## src/rtl/elelock_pkg.sv

```systemverilog
// Shared definitions for the electronic lock and its keypad front ends.
// Provides the guard FSM state encoding, the key-pad width, the code length
// and a one-hot check used to validate raw key vectors.
package elelock_pkg;

  localparam int unsigned NUM_DIGITS = 4;
  localparam int unsigned KEY_W      = 10;

  // Guard FSM state encoding.
  typedef logic [2:0] state_t;
  localparam state_t ST_OPEN     = 3'd0;
  localparam state_t ST_ENTRY    = 3'd1;
  localparam state_t ST_WAIT_REL = 3'd2;
  localparam state_t ST_CHECK    = 3'd3;
  localparam state_t ST_LOCKOUT  = 3'd4;

  // True when exactly one bit of v is set; v & (v - 1) clears the lowest set bit.
  function automatic logic is_one_hot(input logic [KEY_W-1:0] v);
    logic [KEY_W-1:0] one;
    one = {{(KEY_W-1){1'b0}}, 1'b1};
    return (v != '0) && ((v & (v - one)) == '0);
  endfunction

endpackage

```

## src/rtl/tenkey_edge.sv

```systemverilog
// Ten-key press detector.
// Holds the previous raw key vector and flags a press event when the current
// vector is a single valid key and the previous cycle was fully released.
// Ports:
//   ck    - clock
//   reset - synchronous active-high reset
//   key   - raw key vector, bit n = digit n pressed
//   valid - current vector has exactly one bit set
//   press - valid key this cycle after an all-released cycle
module tenkey_edge
  import elelock_pkg::*;
(
  input  logic             ck,
  input  logic             reset,
  input  logic [KEY_W-1:0] key,
  output logic             valid,
  output logic             press
);

  logic [KEY_W-1:0] prev_q;

  // prev follows the raw pad every cycle, so a key held through any
  // blanking period never looks like a fresh press.
  always_ff @(posedge ck) begin
    if (reset) begin
      prev_q <= '0;
    end else begin
      prev_q <= key;
    end
  end

  always_comb begin
    valid = is_one_hot(key);
    press = valid && (prev_q == '0);
  end

endmodule

```

## src/rtl/elelock_guard.sv

```systemverilog
// Attempt-limiting front end for the electronic lock.
// Gates and validates key presses, counts digits of each four-digit attempt,
// checks whether the lock opened after the attempt, and blanks the keypad
// with an alarm after MAX_FAIL consecutive failures.
// Ports:
//   ck         - clock
//   reset      - synchronous active-high reset
//   tenkey_in  - raw key pad vector
//   lock       - lock state from the lock block (1 = locked)
//   tenkey_out - gated key vector to the lock block
//   alarm      - high for the whole lockout period
//   fail_cnt   - consecutive failed attempts
//   digit_cnt  - digits accepted in the current attempt
module elelock_guard
  import elelock_pkg::*;
#(
  parameter int unsigned MAX_FAIL       = 3,
  parameter int unsigned LOCKOUT_CYCLES = 16,
  parameter int unsigned CHECK_DELAY    = 2
) (
  input  logic             ck,
  input  logic             reset,
  input  logic [KEY_W-1:0] tenkey_in,
  input  logic             lock,
  output logic [KEY_W-1:0] tenkey_out,
  output logic             alarm,
  output logic [2:0]       fail_cnt,
  output logic [2:0]       digit_cnt
);

  localparam int unsigned DlyW = $clog2(CHECK_DELAY + 1);
  localparam int unsigned LoW  = $clog2(LOCKOUT_CYCLES + 1);

  logic key_valid;
  logic key_press;

  state_t         state_q, state_d;
  logic [2:0]     fail_q, fail_d;
  logic [2:0]     digit_q, digit_d;
  logic           alarm_q, alarm_d;
  logic [DlyW-1:0] dly_q, dly_d;
  logic [LoW-1:0]  lo_q, lo_d;
  logic [2:0]     fail_next;

  tenkey_edge u_edge (
    .ck    (ck),
    .reset (reset),
    .key   (tenkey_in),
    .valid (key_valid),
    .press (key_press)
  );

  // Saturating increment so the count never wraps past MAX_FAIL.
  assign fail_next = (fail_q >= 3'(MAX_FAIL)) ? fail_q : fail_q + 3'd1;

  always_comb begin
    state_d = state_q;
    fail_d  = fail_q;
    digit_d = digit_q;
    alarm_d = alarm_q;
    dly_d   = dly_q;
    lo_d    = lo_q;
    case (state_q)
      ST_OPEN: begin
        digit_d = '0;
        if (lock) state_d = ST_ENTRY;
      end
      ST_ENTRY: begin
        if (!lock) begin
          state_d = ST_OPEN;
          digit_d = '0;
          fail_d  = '0;
        end else if (key_press) begin
          digit_d = digit_q + 3'd1;
          if (digit_q == 3'(NUM_DIGITS - 1)) state_d = ST_WAIT_REL;
        end
      end
      ST_WAIT_REL: begin
        if (tenkey_in == '0) begin
          dly_d   = DlyW'(CHECK_DELAY);
          state_d = ST_CHECK;
        end
      end
      ST_CHECK: begin
        // The cycle that takes the delay to zero is the sampling cycle.
        if (dly_q <= DlyW'(1)) begin
          dly_d = '0;
          if (!lock) begin
            state_d = ST_OPEN;
            fail_d  = '0;
            digit_d = '0;
          end else begin
            fail_d  = fail_next;
            digit_d = '0;
            if (fail_next == 3'(MAX_FAIL)) begin
              state_d = ST_LOCKOUT;
              lo_d    = LoW'(LOCKOUT_CYCLES);
              alarm_d = 1'b1;
            end else begin
              state_d = ST_ENTRY;
            end
          end
        end else begin
          dly_d = dly_q - DlyW'(1);
        end
      end
      ST_LOCKOUT: begin
        if (lo_q <= LoW'(1)) begin
          lo_d    = '0;
          fail_d  = '0;
          alarm_d = 1'b0;
          state_d = ST_ENTRY;
        end else begin
          lo_d = lo_q - LoW'(1);
        end
      end
      default: begin
        state_d = lock ? ST_ENTRY : ST_OPEN;
      end
    endcase
  end

  always_ff @(posedge ck) begin
    if (reset) begin
      state_q <= lock ? ST_ENTRY : ST_OPEN;
      fail_q  <= '0;
      digit_q <= '0;
      alarm_q <= 1'b0;
      dly_q   <= '0;
      lo_q    <= '0;
    end else begin
      state_q <= state_d;
      fail_q  <= fail_d;
      digit_q <= digit_d;
      alarm_q <= alarm_d;
      dly_q   <= dly_d;
      lo_q    <= lo_d;
    end
  end

  always_comb begin
    tenkey_out = (key_valid && (state_q != ST_LOCKOUT)) ? tenkey_in : '0;
    alarm      = alarm_q;
    fail_cnt   = fail_q;
    digit_cnt  = digit_q;
  end

endmodule
```

## config.mk

```make
export PLATFORM = sky130hd
export DESIGN_NAME = elelock_guard
export DESIGN_NICKNAME = d
export VERILOG_FILES = /design/src/rtl/elelock_pkg.sv /design/src/rtl/tenkey_edge.sv /design/src/rtl/elelock_guard.sv
export SDC_FILE = /design/constraint.sdc
export NUM_CORES = 1
export LEC_CHECK = 0
export BUFFER_PORTS_ARGS = -buffer_cell sky130_fd_sc_hd__buf_2
export CORE_MARGIN = 2
export CORE_UTILIZATION = 45
export CTS_BUF_LIST = sky130_fd_sc_hd__clkbuf_2
export CTS_CLUSTER_DIAMETER = 100
export CTS_CLUSTER_SIZE = 40
export DETAILED_ROUTE_END_ITERATION = 6
export PLACE_DENSITY = 0.74
export SLEW_MARGIN = 20
export SYNTH_ARGS = -nofsm -noshare
export SYNTH_HDL_FRONTEND = slang
export SYNTH_HIERARCHICAL = 1
export SYNTH_SLANG_ARGS = --single-unit
```

## constraint.sdc

```tcl
create_clock -name ck -period 4.4 [get_ports ck]
set_input_delay 0.88 -clock ck [delete_from_list [all_inputs] [get_ports ck]]
set_output_delay 0.88 -clock ck [all_outputs]
set_load 0.005 [all_outputs]
```

# Word-level counts from Yosys, hierarchy flattened
# Index checks and enable logic that the tools add are counted.
[word_totals]
register_bits = 27
word_cells = 90
out_inout_bits = 17
in_bits = 13
[op_classes]
order_cmp = 3
n_bitwise = 1
n_mux = 36
n_addsub = 5
n_eq_ne = 20
n_reduce_logical = 18
[op_table]
columns = ["operator", "n"]
rows = [
  ["$mux W3", 18],
  ["$logic_not A10 Y1", 3],
  ["$mux W5", 4],
  ["$ne A3 B3 Y1 const B", 6],
  ["$pmux W3 S3", 2],
  ["$pmux W3 S5", 1],
  ["$eq A3 B2 Y1 const B", 4],
  ["$ne A2 B2 Y1 const B", 6],
  ["$and A10 B10 Y10", 1],
  ["$mux W10", 1],
  ["$pmux W5 S2", 1],
  ["$reduce_bool A10 Y1", 1],
  ["$sub A10 B1 Y10 const B", 1],
  ["$ne A4 B4 Y1 const B", 2],
  ["$reduce_and A4 Y1", 2],
  ["$add A3 B1 Y3 const B", 2],
  ["$reduce_and A6 Y1", 1],
  ["$reduce_bool A3 Y1", 2],
  ["$le A5 B1 Y1 const B", 1],
  ["$mux W1", 5],
  ["$reduce_and A5 Y1", 1],
  ["$sub A5 B1 Y5 const B", 1],
  ["$mux W2", 2],
  ["$pmux W2 S2", 1],
  ["11 further kinds", 14],
]

# Longest topological paths before layout
[logic_depth]
depth_word = 9
ltp_mapped = 8
mapped_depth_nobuf = 8

# Modules after synthesis
# The synthesis kept the hierarchy.
[by_module_without_submodules]
columns = ["mod", "area_per_inst_um2", "seq_area_each_um2", "cells_each", "n_inst"]
rows = [
  ["elelock_guard", 1173.6, 370.4, 134, 1],
  ["tenkey_edge", 431.7, 200.2, 43, 1],
]

# Worst setup path after synthesis
# Ideal clock, no wire load.
[synth_timing]
path_kind = "input to output"
startpoint = "input tenkey_in[0]"
endpoint = "output tenkey_out[0]"
n_path_buf = 0
setup_slack_ns = 1.063
arrival_ns = 2.457
required_ns = 3.520
stages = 6
cell_sequence = "or4_4 a2111oi_4 o21ai_1 nor2_1 nor2b_1 and2_1"
[synth_via]
elab_chain_cells = 6
elab_cells_between_ends = 7
classes_between = "add/sub: 1; mux: 1; bitwise: 1; reduce/logical: 4"
[synth_rtl]
columns = ["element", "line", "rtl"]
rows = [
  ["start: declaration", "elelock_guard.sv:23", "input logic [KEY_W-1:0] tenkey_in,"],
  ["$sub A10 B1 Y10", "elelock_pkg.sv:21", "return (v != '0) && ((v & (v - one)) == '0);"],
  ["$and A10 B10 Y10", "elelock_pkg.sv:21", ""],
  ["$logic_not A10 Y1", "elelock_pkg.sv:21", ""],
  ["$logic_and A1 B1 Y1 *", "elelock_pkg.sv:21", ""],
  ["named net key_valid", "elelock_guard.sv:34", "logic key_valid;"],
  ["$logic_and A1 B1 Y1 *", "elelock_guard.sv:142", "tenkey_out = (key_valid && (state_q != ST_LOCKOUT)) ? tenkey_in : '0;"],
  ["$mux W10 *", "elelock_guard.sv:142", ""],
  ["end: declaration", "elelock_guard.sv:25", "output logic [KEY_W-1:0] tenkey_out,"],
]
# The timed path passes the listed nets; every way through them passes the cells marked *.

# Worst setup path in the final report
[layout_timing]
startpoint = "input tenkey_in[0]"
endpoint = "output tenkey_out[2]"
# Same word-level chain as after synthesis.

==> impl_metrics.json <==
{
  "total_power_mw": 0.745,
  "p_int_mw": 0.458,
  "async_flop_share_pct": 0,
  "fmax_mhz": 263,
  "synth_area_leader_cell": "dfxtp_1",
  "tns_ns": 0,
  "worst_slack_ns": 0.604,
  "ys_types": 51,
  "pwr-share-clk_pct": 12.6,
  "finalSetupViolations": 0,
  "dp_cells": 248,
  "cts-htree-levels": 1,
  "worstSetupEndpointType": "primary output",
  "syn-cell-area_sq_mm": 0.00161,
  "wl_per_cell_um": 12.7,
  "die_w_um": 63.7,
  "clockBufferDepth": 2,
  "avgViaCountPerCell": 5.41,
  "combPwrFrac_pct": 40.1,
  "critPathArrivalTime_ns": 2.92,
  "p_sw_mw": 0.286,
  "dr.pass1.iters": 4,
  "skew_ns": 0.0219,
  "drtIter0Drc": 74,
  "power_frac_seq_pct": 47.4,
  "synth_edf_count": 3,
  "synth_flop_cell": "dfxtp_1",
  "placed_cell_area_sq_mm": 0.00179,
  "status": "completed",
  "final_area_sq_mm": 0.00181,
  "grt_start_max_net_pins": 26,
  "nets": 226,
  "routed_wl_um": 3210,
  "portBuffers": 29,
  "synth.area.top_cells": "dfxtp_1 30%, edfxtp_1 5.6%, nor2_1 5.6%, ha_1 4.7%, and2_1 4.3%",
  "post_cts_resized": 0,
  "relSlewSlack_pct": 67.1,
  "cts_tree": "yes",
  "start_util_pct": 47.4,
  "vias": 1364,
  "regArea_sq_um": 571,
  "postCtsSetupBuffers": 0,
  "rsz0062_at_grt": "no",
  "syn2layout_area_growth_pct": 12.8,
  "hpwl_um": 2340,
  "period_needed_ns": 3.80,
  "crit_type": "primary input to primary output",
  "antenna_left": 0,
  "die_y_um": 63.7,
  "start_kind": "primary input",
  "overflow": 0,
  "switching_share_pct": 38.4,
  "multi_input_area_sq_um": 972,
  "routabilityCongestion": 0.834,
  "grt_usage_pct": 16.3,
  "clk_latency_ns": 0.35,
  "worstPathMaxFanout": 10,
  "io_pins": 30,
  "syn_inst": 177,
  "cts_buffers": 3,
  "synth_nets": 196,
  "fillers": 338,
  "drc_errors": 0,
  "grt_pass1_vias": 1246,
  "core_sq_mm": 0.00339,
  "postSynthAreaPerCell_sq_um": 9.07,
  "worst_slew_pin_slew_ns": 0.493,
  "fin_crit_sh_pct": 86.3,
  "num_rows": 21,
  "crit_required_ns": 3.52,
  "cts_hold_buf": 0,
  "preCtsSetupSlack_ns": 0.587,
  "slew_violations": 0,
  "grt_pass1_wl_um": 5420,
  "grt_antenna_before_repair": 0,
  "powerDensity_mw_per_mm2": 411,
  "root_buffer": "clkbuf_2",
  "hp-class": "flop to flop",
  "max_cap_violations": 0,
  "layoutNonFillerInstCount": 252,
  "yosysWarnings": 6,
  "antenna_cells": 0,
  "synth_seq_area_share_pct": 35.5,
  "hold_viol_final": 0,
  "ys_ff_latch": 27,
  "drive_above_1_share_pct": 26.2,
  "clk_pin_slew_ns": 0.22,
  "synth_top_area_share_pct": 29.9,
  "clock-sinks": 27,
  "peakVddDrop_v": 0.000421,
  "dieArea_sq_mm": 0.00406,
  "power_leakage_nw": 0.728
}
==> power groups by stage <==
stage	Combinational, mW	Clock (mW)	Sequential, mW
floorplan	0.258	0	0.327
global placement	0.290	0	0.356
detailed placement	0.294	0	0.357
CTS	0.296	0.0995	0.352
global route	0.328	0.109	0.362
finish	0.298	0.0936	0.353
==> cells in the mapped netlist, drive strengths merged, types with 5 or more instances <==
| master | instances |
|---|---|
| nor2 | 24 |
| dfxtp | 24 |
| nor3 | 5 |
| a211oi | 5 |
| inv | 12 |
| a21oi | 8 |
| or4 | 6 |
| and2 | 11 |
| ha | 6 |
| nand2 | 7 |
| nor2b | 11 |
| o31ai | 5 |
==> state kept, by name (all words and copies together), names as in the netlist <==
register	cells
alarm	1
digit_cnt	3
dly_q	2
fail_cnt	3
lo_q	5
state_q	3
u_edge/prev_q	10
==> logic make-up (layout without fill, tap and decap cells) <==
kind of cell             after synthesis  count (layout)  share of synthesized area, %
AND/OR/NAND/NOR                       85              85                          31.8
AO/OA/AOI/OAI                         35              35                          19.2
flip-flops                            27              27                          35.5
buffers and inverters                 16              45                          3.90
adder cells (fa/ha/maj)                7               7                          5.30
multiplexers                           5               5                          3.20
XOR/XNOR                               2               2                          1.09
==> layer usage <==
layer  part of all wire [%]  track usage [%]
met1                     51             23.1
met2                     46             26.1
met3                    2.5             2.14
met4                   0.40             4.08
met5                      0                0
==> worst max-delay path: stages <==
cell and delay (ns):
buf_2 0.13, or4_4 0.57, a2111oi_4 0.32, o21ai_1 0.15, nor2_1 0.13, nor2b_1 0.43
and2_1 0.20, buf_2 0.10
==> final timing paths <==
| check | end | start | slack, ns | cells after the start |
|---|---|---|---|---|
| setup / recovery | tenkey_out[2] | tenkey_in[0] | 0.60 | 8 |
| hold / removal | dly_q[1] | dly_q[0] | 0.50 | 2 |
| setup reg to reg | lo_q[3] | fail_cnt[0] | 2.33 | 7 |
| hold reg to reg | dly_q[1] | dly_q[0] | 0.50 | 2 |
==> final cells by class <==
type | instances | area share [%]
Timing Repair Buffer | 29 | 8.02
Inverter | 12 | 2.49
Tap cell | 46 | 3.18
Sequential cell | 27 | 31.5
Multi-Input combinational cell | 134 | 53.7
Clock buffer | 4 | 1.11
==> stage by stage <==
stage / hold WS, ns / utilization [%]
6_report: 0.502 / 53.4
5_1_grt: 0.524 / 53.4
4_1_cts: 0.512 / 53.4
3_5_place_dp: 0.478 / 52.8
3_3_place_gp: 0.465 / 52.8
2_1_floorplan: 0.451 / -
==> cells in the final DEF (no fill, tap or decap), types with 3 or more instances in the layout <==
master | netlist | layout
nor4_1 | 3 | 3
inv_1 | 12 | 12
or4_1 | 5 | 5
edfxtp_1 | 3 | 3
dfxtp_1 | 24 | 24
o31ai_1 | 4 | 4
clkbuf_2 | 0 | 4
ha_1 | 6 | 6
buf_2 | 2 | 29
nor2_1 | 24 | 24
nor2b_1 | 10 | 10
mux2i_1 | 4 | 4
a21oi_1 | 8 | 8
nor3_1 | 4 | 4
a211oi_2 | 3 | 3
nand2b_1 | 4 | 4
and2_1 | 11 | 11
nand2_1 | 7 | 7
(Power assumes the default switching activity.)
